**config.mk**
```make
export PLATFORM = sky130hd
export DESIGN_NAME = calc_arbiter
export DESIGN_NICKNAME = d
export VERILOG_FILES = /design/src/rtl/calc_arbiter.sv
export SDC_FILE = /design/constraint.sdc
export NUM_CORES = 1
export LEC_CHECK = 0
export CAP_MARGIN = 20
export CORE_MARGIN = 8
export CORE_UTILIZATION = 33
export DETAILED_ROUTE_END_ITERATION = 8
export PLACE_DENSITY_LB_ADDON = 0.3
export SYNTH_ARGS = -nofsm -noshare
export SYNTH_HDL_FRONTEND = slang
export SYNTH_SLANG_ARGS = --single-unit
```
**constraint.sdc**
```tcl
create_clock -name CLK -period 2.2 [get_ports CLK]
set_input_delay 0.33 -clock CLK [delete_from_list [all_inputs] [get_ports CLK]]
set_output_delay 0.33 -clock CLK [all_outputs]
set_load 0.01 [all_outputs]
```
**src/rtl/calc_arbiter.sv**
```systemverilog
// Round-robin arbiter that shares one RPN calculator among NUM_REQ token sources.
// Define ARB_TIMEOUT_EN to add a watchdog that drops a stalled grant (TIMEOUT_PULSE port).
module calc_arbiter #(
  parameter int NUM_REQ        = 4,
  parameter int DATA_W         = 32,
  parameter int RES_W          = 65,
  parameter int TIMEOUT_CYCLES = 1024
) (
  input  logic                       CLK,
  input  logic                       RST_N,
  input  logic [NUM_REQ-1:0]         REQ_STB,
  input  logic [NUM_REQ*DATA_W-1:0]  REQ_DATA,
  input  logic [NUM_REQ-1:0]         REQ_IS_OP,
  output logic [NUM_REQ-1:0]         REQ_ACK,
  output logic [NUM_REQ-1:0]         RES_STB,
  output logic [RES_W-1:0]           RES_DATA,
  input  logic [NUM_REQ-1:0]         RES_ACK,
  output logic                       CALC_IN_STB,
  output logic [DATA_W-1:0]          CALC_IN_DATA,
  output logic                       CALC_IS_OP,
  input  logic                       CALC_IN_ACK,
  input  logic                       CALC_OUT_STB,
  input  logic [RES_W-1:0]           CALC_OUT_DATA,
  output logic                       CALC_OUT_ACK,
  output logic [$clog2(NUM_REQ)-1:0] GNT_ID,
  output logic [1:0]                 DBG_STATE
`ifdef ARB_TIMEOUT_EN
  ,
  output logic                       TIMEOUT_PULSE
`endif
);

  localparam int GW = $clog2(NUM_REQ);

  // Handshake: a token moves when CALC_IN_STB && CALC_IN_ACK, a result when
  // CALC_OUT_STB && CALC_OUT_ACK, a delivery when RES_STB[gnt] && RES_ACK[gnt].
  typedef enum logic [1:0] {
    ST_IDLE     = 2'd0,
    ST_GRANT    = 2'd1,
    ST_WAIT_RES = 2'd2,
    ST_DELIVER  = 2'd3
  } state_t;

  state_t            state_q, state_d;
  logic [GW-1:0]     gnt_q, gnt_d;
  logic [GW-1:0]     last_q, last_d;
  logic [RES_W-1:0]  res_q, res_d;

  logic              sel_stb;
  logic              sel_op;
  logic [DATA_W-1:0] sel_data;
  logic              accept;
  logic              is_eq;
  logic [GW-1:0]     pick_idx;
  logic              pick_found;

  assign sel_stb  = REQ_STB[gnt_q];
  assign sel_op   = REQ_IS_OP[gnt_q];
  assign sel_data = REQ_DATA[int'(gnt_q)*DATA_W +: DATA_W];
  assign accept   = (state_q == ST_GRANT) && sel_stb && CALC_IN_ACK;
  assign is_eq    = sel_op && sel_data[2];

  assign RES_DATA  = res_q;
  assign GNT_ID    = gnt_q;
  assign DBG_STATE = state_q;

  // First requester after the last one served, wrapping around.
  always_comb begin
    logic [GW-1:0] idx;
    pick_idx   = last_q;
    pick_found = 1'b0;
    idx        = '0;
    for (int off = 1; off <= NUM_REQ; off++) begin
      idx = GW'((int'(last_q) + off) % NUM_REQ);
      if (!pick_found && REQ_STB[idx]) begin
        pick_found = 1'b1;
        pick_idx   = idx;
      end
    end
  end

`ifdef ARB_TIMEOUT_EN
  localparam int CW = $clog2(TIMEOUT_CYCLES + 1);
  logic [CW-1:0] cnt_q, cnt_d;
  logic          timed;
  logic          progress;
  logic          fire;

  assign timed         = (state_q == ST_GRANT) || (state_q == ST_WAIT_RES);
  assign progress      = accept || ((state_q == ST_WAIT_RES) && CALC_OUT_STB);
  assign fire          = timed && !progress && (cnt_q == CW'(TIMEOUT_CYCLES - 1));
  assign TIMEOUT_PULSE = fire;

  always_comb begin
    cnt_d = cnt_q;
    if (accept || (state_d != state_q)) cnt_d = '0;
    else if (timed)                     cnt_d = cnt_q + 1'b1;
  end

  always_ff @(posedge CLK or negedge RST_N) begin
    if (!RST_N) cnt_q <= '0;
    else        cnt_q <= cnt_d;
  end
`endif

  always_comb begin
    state_d      = state_q;
    gnt_d        = gnt_q;
    last_d       = last_q;
    res_d        = res_q;
    REQ_ACK      = '0;
    RES_STB      = '0;
    CALC_IN_STB  = 1'b0;
    CALC_IN_DATA = '0;
    CALC_IS_OP   = 1'b0;
    CALC_OUT_ACK = 1'b0;
    case (state_q)
      ST_IDLE: begin
        if (pick_found) begin
          gnt_d   = pick_idx;
          state_d = ST_GRANT;
        end
      end
      ST_GRANT: begin
        CALC_IN_STB    = sel_stb;
        CALC_IN_DATA   = sel_data;
        CALC_IS_OP     = sel_op;
        REQ_ACK[gnt_q] = CALC_IN_ACK;
        if (accept && is_eq) state_d = ST_WAIT_RES;
      end
      ST_WAIT_RES: begin
        if (CALC_OUT_STB) begin
          CALC_OUT_ACK = 1'b1;
          res_d        = CALC_OUT_DATA;
          state_d      = ST_DELIVER;
        end
      end
      ST_DELIVER: begin
        RES_STB[gnt_q] = 1'b1;
        if (RES_ACK[gnt_q]) begin
          last_d  = gnt_q;
          state_d = ST_IDLE;
        end
      end
      default: state_d = ST_IDLE;
    endcase
`ifdef ARB_TIMEOUT_EN
    if (fire) begin
      last_d  = gnt_q;
      state_d = ST_IDLE;
    end
`endif
  end

  always_ff @(posedge CLK or negedge RST_N) begin
    if (!RST_N) begin
      state_q <= ST_IDLE;
      gnt_q   <= '0;
      last_q  <= GW'(NUM_REQ - 1);
      res_q   <= '0;
    end else begin
      state_q <= state_d;
      gnt_q   <= gnt_d;
      last_q  <= last_d;
      res_q   <= res_d;
    end
  end

endmodule

```
# Word-level counts from Yosys, hierarchy flattened
# Index checks and enable logic that the tools add are counted.
dict set report word_totals {
  reg_bits 71
  wordCells 75
}
dict set report classes {
  n_reduce_logical 16
  addsub 4
  n_eq_ne 7
  bitwise 1
  n_mux 36
  shift 1
  magnitude_cmp 6
}
# op count
set ops {}
lappend ops {{variable part select 128 x 8 -> 32 bit} 1}
lappend ops {{2-to-1 mux 32 bit} 1}
lappend ops {{2-to-1 mux 1 bit} 16}
lappend ops {{2-to-1 mux 2 bit} 8}
lappend ops {{less-than comparator 2 x 3 -> 1 bit, second input constant} 5}
lappend ops {{binary-select mux 1 bit (select 2 bit)} 7}
lappend ops {{logical AND 1 bit} 8}
lappend ops {{2-to-1 mux 4 bit} 2}
lappend ops {{one-hot mux 2 bit (4 select lines)} 1}
lappend ops {{inequality test 2 bit, second input constant} 3}
lappend ops {{AND reduction 2 bit} 3}
lappend ops {{adder 2 x 1 -> 2 bit, second input constant} 2}
lappend ops {{adder 2 bit, second input constant} 2}
lappend ops {{AND 4 bit} 1}
lappend ops {{equality test 2 bit, second input constant} 2}
lappend ops {{AND reduction 4 bit} 1}
lappend ops {{zero test 1 bit} 3}
lappend ops {{demux 1 bit (select 2 bit)} 1}
lappend ops {{equality test 2 x 1 -> 1 bit, second input constant} 1}
lappend ops {{>= comparator 2 x 1 -> 1 bit, second input constant} 1}
lappend ops {{zero test 2 bit} 1}
lappend ops {{inequality test 2 x 1 -> 1 bit, second input constant} 1}

# Depth between registers and ports, before layout
# Gate-level depths: netlist (run 1).
dict set report depth {
  ltp_word 15
  depth_mapped 6
  ltp_nobuf 6
}

# Worst setup path before layout (run 1)
# No wires, ideal clock.
dict set report synth_timing {
  kind {register to output}
  start {register gnt_q[0], in the netlist GNT_ID[0]}
  end {output CALC_IN_DATA[10]}
  stages_incl_launch_ff 6
  arrival_time_ps 1676
  setup_slack_ps 194
  cell_sequence {dfrtp_1 > buf_4 > buf_4 > buf_4 > mux4_2 > and2_1}
}
dict set report synth_between {
  elab_chain_len 2
}
# element line_no
set synth_rtl {}
lappend synth_rtl {{from (decl)} 45} ;# logic [GW-1:0] gnt_q, gnt_d;
lappend synth_rtl {{from (signal assigned)} 163} ;# gnt_q <= gnt_d;
lappend synth_rtl {{variable part select 128 x 8 -> 32 bit} 59} ;# assign sel_data = REQ_DATA[int'(gnt_q)*DATA_W +: DATA_W];
lappend synth_rtl {{2-to-1 mux 32 bit} 117} ;# case (state_q)
lappend synth_rtl {{to (decl)} 19} ;# output logic [DATA_W-1:0] CALC_IN_DATA,
# Every way passes these cells.

# Worst setup path after layout (run 1)
dict set report layout_timing {
  start {register gnt_q[0], in the netlist GNT_ID[0]}
  end {output CALC_IN_DATA[14]}
}
# Same word-level chain as after synthesis.

==> results of run 1 <==
==> per-stage QoR <==
stage	std cells	TNS, ns	hold WS [ns]	setup slack (ns)	util [%]
6_report	775	-0.323	-0.00260	-0.0625	66.9
3_5_place_dp	744	-0.310	0.381	-0.154	62.9
4_1_cts	771	-1.32	0.0175	-0.113	66.9
2_1_floorplan	279	0	0.0344	0.194	-
5_1_grt	775	-1.67	0.0378	-0.119	66.9
3_3_place_gp	744	-0.218	0.364	-0.152	62.9
==> power breakdown <==
group | total, uW | internal (uW) | switching [uW]
sequential | 2400 | 2010 | 396
combinational | 6000 | 3730 | 2270
clock | 1900 | 1370 | 536
==> layout make-up <==
class / instances / area, um2
antenna: 3 / 7.51
clock buffer: 10 / 239
clock inverter: 6 / 155
fill: 914 / 3920
inverter: 6 / 26.3
multi-input combinational: 181 / 2060
sequential: 71 / 1780
tap: 147 / 184
timing repair buffer: 351 / 3480
==> per-layer routing <==
layer,global-route usage (%),part of all wire [%]
met5,0,0
met4,9.03,2.3
met3,7.86,8.8
met2,38.9,53
met1,22.1,36
==> worst max-delay path: cells and delay by family, from the launching register on <==
| kind | cells | cell delay, ns |
|---|---|---|
| flip-flops | 1 | 0.42 |
| buffers and inverters | 5 | 0.64 |
| multiplexers | 1 | 0.40 |
| AND/OR/NAND/NOR | 1 | 0.14 |
==> Yosys cell counts, types with 2 or more instances <==
| library cell | count |
|---|---|
| buf_4 | 4 |
| buf_2 | 6 |
| mux2_2 | 69 |
| ha_1 | 5 |
| nor2b_1 | 3 |
| nor2_1 | 8 |
| clkbuf_1 | 9 |
| and2_1 | 35 |
| nor3_1 | 4 |
| o211ai_1 | 2 |
| o21ai_0 | 4 |
| mux2i_1 | 2 |
| mux4_2 | 34 |
| nand2_1 | 5 |
| inv_1 | 6 |
| dfstp_2 | 2 |
| buf_1 | 2 |
| dfrtp_1 | 69 |
==> worst min-delay path by stage <==
| stage | startpoint | to | slack (ns) | depth (start not counted) |
|---|---|---|---|---|
| floorplan | RST_N | DBG_STATE[0]$_DFFE_PN0P_ | 0.03 | 0 |
| global placement | RST_N | RES_DATA[52]$_DFFE_PN0P_ | 0.36 | 1 |
| detailed placement | RST_N | RES_DATA[52]$_DFFE_PN0P_ | 0.38 | 1 |
| CTS | RST_N | RES_DATA[52]$_DFFE_PN0P_ | 0.02 | 1 |
| global route | RST_N | RES_DATA[52]$_DFFE_PN0P_ | 0.04 | 1 |
| finish | RST_N | RES_DATA[52]$_DFFE_PN0P_ | -0.003 | 1 |
==> cells in the final DEF (no fill, tap or decap), drive strengths merged, types with 2 or more instances in the layout <==
master / count
bufinv: 5
o21ai: 4
inv: 5
clkbuf: 15
dlygate4sd2: 6
dfrtp: 69
clkdlybuf4s50: 276
dfstp: 2
mux4: 34
mux2: 70
clkdlybuf4s15: 5
mux2i: 2
nand2: 5
dlymetal6s2s: 2
o211ai: 2
and2: 35
buf: 56
nor3: 4
nor2b: 3
ha: 5
nor2: 8
diode: 3
==> flip-flops by register name, indices dropped and copies added, names as in the netlist <==
| name | flops |
|---|---|
| RES_DATA | 65 |
| GNT_ID | 2 |
| last_q | 2 |
| DBG_STATE | 2 |
==> cells by family after synthesis <==
family / after synthesis
mux: 106
flops: 71
simple gates: 59
buf+inv: 27
compound gates: 11
fa+ha+maj: 5
==> what timing repair did <==
item,4_1_cts,5_1_grt
setup buffers,7,2
hold endpoints to repair,0,0
setup endpoints to repair,41,30
gates resized for setup,139,17
gates cloned,4,0
pin swaps,10,0
==> out/metrics.csv, run 1 <==
stage;metric;value;unit
outcome;outcome;complete, but fails checks;
outcome;violations;hold timing, setup timing;
pwr;irDropWorstVdd;0.849;mV
yosys;yosys.area.top_type;dfrtp_1;
critical_path;cpPeakStageDelay;0.42;ns
yosys;syn_nets;493;
critical_path;cp-startpoint;GNT_ID[0]$_DFFE_PN0P_;
sta;finalSetupViolCount;13;
sta;relSlewSlack;60.1;%
place;gp_congestion;0.893;
grt;grt_remaining_overflow;0;
sta;finalHoldViolations;2;
place;place_area;7460;um2
final_layout;nets;834;
yosys;synth_ff_type;dfrtp_1;
pwr;power_density;1300;nW/um2
yosys;synth_area_leaders;dfrtp_1 (44%), mux2_2 (20%), mux4_2 (19%);
drt;routed_wl;17100;um
yosys;yosys_register_bits;71;
yosys;synth_edf_count;0;
yosys;synthSimpleGateAreaFrac;8.37;%
critical_path;rr_endpoint;DBG_STATE[1]$_DFFE_PN0P_;
yosys;yosysSeqAreaShare;45.1;%
critical_path;startpoint_type;flip-flop;
clock_network;cts_num_sinks;71;
yosys;synth-adder-area-share;1.58;%
critical_path;rrSetupSlack;0.10;ns
final_layout;drive_gt1_share;32.0;%
sta;skew;0.00515;ns
sta;post-route-period-util;103;%
drt;wire_per_inst;22.1;um
clock_network;cts_tree;done;
critical_path;r2r_cells;8;
yosys;syn_avg_cell_area;14.2;um2
yosys;async_flop_share;100;%
critical_path;cp.arrival;1.93;ns
sta;fin_crit;2.26;ns
critical_path;crit_type;reg2out;
die;rows;40;
sta;fmax;0.442;GHz
die;start_util;33.3;%
place;portBuffers;320;
sta;rsz0062_at_grt;true;
critical_path;path_cells;buf_6 -> buf_12 -> buf_8 -> buf_16 -> mux4_2 -> and2_1 -> buf_2;
clock_network;clk_latency;0.33;ns
drt;via_per_inst;4.86;
clock_network;cts_buffers;9;
critical_path;critPathCapture;CALC_IN_DATA[14];
grt;antenna_found_initial;3;
yosys;synth-xor-area-share;0;%
drt;first_pass_iters;4;
critical_path;cp.required;1.87;ns
yosys;synth-warning-count;0;
place;dp_hpwl;13900;um
final_layout;area_growth;101;%
yosys;syn_inst;279;
grt;track_usage;21.5;%
yosys;synth.mux.area_fraction;40.0;%
drt;drc;0;
grt;grt_pass1_vias;4190;
yosys;syn-cell-area;3950;um2
die;dieArea;15700;um2
clock_network;cts.htree.levels;3;
critical_path;slowest_stage;dfrtp_2;
clock_network;path_clk_slew;0.06;ns
die;fp.coreArea;11900;um2
drt;vias;3768;
drt;drt_iter0_drc;136;
yosys;synth_cell_types;28;
die;ios;321;
sta;slew_viol_final;0;
run;drv_cap;0;
grt;grt_first_pass_wirelength;25900;um
drt;ant_nets;0;
die;die_h;125;um
hold_path;hp-class;in2async;
critical_path;worstPathMaxFanout;6;
final_layout;fin_area;7940;um2
clock_network;cts_max_path_buffers;2;
critical_path;endpoint_kind;output pin;
sta;hold_ws;-0.00260;ns
clock_network;cts_root_buf;clkbuf_16;
grt;grt_max_degree;66;
pwr;finalPower;10300;uW
sta;finalWorstSetupSlack;-0.0625;ns
critical_path;r2r-start;GNT_ID[0]$_DFFE_PN0P_;
yosys;synth_top_family_by_area;multiplexers;
yosys;synth_top_area_share;43.7;%
clock_network;ctsHoldBuffers;0;
pwr;p_leak;0.00331;uW
sta;tightest_slew;0.598;ns
yosys;synth-compound-area-share;1.90;%
die;die-width;125;um
Note: power is estimated with default switching activity, not from simulation.
==> run 2, diff against run 1 <==
--- a/config.mk
+++ b/config.mk
@@ -10,6 +10,7 @@
 export CORE_UTILIZATION = 33
 export DETAILED_ROUTE_END_ITERATION = 8
 export PLACE_DENSITY_LB_ADDON = 0.3
+export SLEW_MARGIN = 20
 export SYNTH_ARGS = -nofsm -noshare
 export SYNTH_HDL_FRONTEND = slang
 export SYNTH_SLANG_ARGS = --single-unit
==> results of run 2 <==
The final DEF is identical to that of run 1; final timing and power are the same.
==> RTL change, RTL diff (settings of run 2) <==
Set the parameter `RES_W` to 130 (it was 65).
--- a/src/rtl/calc_arbiter.sv
+++ b/src/rtl/calc_arbiter.sv
@@ -5,3 +5,3 @@
   parameter int DATA_W         = 32,
-  parameter int RES_W          = 65,
+  parameter int RES_W          = 130,
   parameter int TIMEOUT_CYCLES = 1024
Ports: changed (resized CALC_OUT_DATA and RES_DATA); port bits go from 321 to 451. The function was not compared with the original's and may differ.
==> RTL change against run 2 <==
The run ends with setup timing left. Sequential share of layout area up 5.6 points. Hold slack better by 0.46 ns. Setup slack worse by 0.043 ns. Synthesized area up 61%. Total power up 62%. Sequential cell count up 65. Cell area up 53%. Wire length up 61%. Largest power group unchanged.
==> RTL change: results (changes against run 2) <==
| Metric | Value |
|---|---|
| Status | `finished with violations` |
| Failing checks | `setup timing` |
| Worst-path maximum fanout | `5 (-1)` |
| Post-CTS Resized | `205 (+47%)` |
| GRT Util Overall | `22.7% (+1.2 points)` |
| 1st-iter DRT viols | `120 (-12%)` |
| Placed instance count | `1091 (+47%)` |
| Post-synthesis cell type count | `31 (+11%)` |
| Largest cells by area after synthesis | `dfrtp_1 (53%), mux2_2 (24%), mux4_2 (12%)` |
| Synth Net Count | `693 (+41%)` |
| H-tree levels | `4 (+1)` |
| Actual slew at the worst max-slew pin | `0.561 ns (-0.0363 ns)` |
| CP arrival | `1.98 ns (+0.05 ns)` |
| Post-DP Area | `11300 um2 (+51%)` |
| Top cells by count, synth | `dfrtp_1 (134), mux2_2 (133), and2_1 (35)` |
| Critical Path Sink | `CALC_IN_DATA[11]` |
| # nets final | `1174 (+41%)` |
| Num CTS Buffers | `17 (+8)` |
| First-pass GRT wire length | `40600 um (+57%)` |
| Layout fillers | `1385 (+52%)` |
| Final GP Congestion | `0.925 (+3.7%)` |
| I/O Buffers | `450 (+41%)` |
| PnR worst setup slack | `-0.105 ns (-0.0426 ns)` |
| Final Setup Violations | `29 (+16)` |
| Maximum VDD drop | `0.934 mV (+9.9%)` |
| Met3 usage | `9.56% (+1.7 points)` |
| M2 GR Usage | `43.0% (+4.2 points)` |
| Sequential share of the synthesized area | `53.7% (+8.7 points)` |
| WL/cell | `24.0 um (+8.7%)` |
| Total negative slack | `-1.38 ns (-1.06 ns)` |
| Post-CTS Hold Fix Bufs | `1 (+1)` |
| HPWL after DPL | `22500 um (+61%)` |
| Vias in the first global route | `6508 (+55%)` |
| Pre-antenna DRT Iters | `7 (+3)` |
| Via-per-instance ratio | `4.87 (+0.16%)` |
| Vias | `5576 (+48%)` |
| NetSw | `5.30 mW (+66%)` |
| Largest net degree at the start of global routing | `88 (+33%)` |
| Layout cells sized above 1 | `33.5% (+1.5 points)` |
| Worst Reg-to-Reg Cells | `7 (-1)` |
[RTL change: layout make-up]
class	count	area (um2)	area share [%]
Antenna cell	3	7.51	0.0617
Timing Repair Buffer	491	4940	40.6
Clock buffer	21	480	3.95
Multi-Input combinational cell	244	2850	23.4
Inverter	5	18.8	0.154
Sequential cell	136	3410	28.0
Tap cell	234	293	2.41
Clock inverter	11	166	1.37
[RTL change: kinds of logic after synthesis]
family | Yosys count | share of synthesized area (%)
AO/OA/AOI/OAI | 12 | 1.34
flip-flops | 136 | 53.7
buffers and inverters | 34 | 2.47
multiplexers | 170 | 36.3
AND/OR/NAND/NOR | 57 | 5.23
adder cells (fa/ha/maj) | 5 | 0.987
[RTL change: power by group through the flow]
stage / clock network, mW / logic [mW] / registers, mW
6_report: 3.09 / 9.08 / 4.56
4_1_cts: 3.14 / 9.29 / 4.58
5_1_grt: 3.25 / 9.58 / 4.74
2_1_floorplan: 0 / 3.22 / 5.08
3_5_place_dp: 0 / 8.67 / 4.57
3_3_place_gp: 0 / 8.48 / 4.47
[RTL change: worst max-delay path: stages (launching register included)]
cell,delay [ns]
dfrtp_2,0.46
buf_12,0.15
buf_6,0.11
buf_6,0.10
mux4_2,0.47
and2_1,0.14
buf_2,0.13
[RTL change: routing by layer]
metal / vias to the layer above / routed length, um
li1: 2480 / -
met1: 2747 / 8530
met2: 299 / 15200
met3: 50 / 2710
met4: 0 / 1120
met5: - / 0
[RTL change: through the flow]
| step | hold WS [ns] | util [%] |
|---|---|---|
| finish | 0.458 | 64.8 |
| global route | 0.506 | 64.8 |
| CTS | 0.468 | 64.9 |
| detailed placement | 0.351 | 60.0 |
| global placement | 0.340 | 60.0 |
| floorplan | 0.0344 | - |
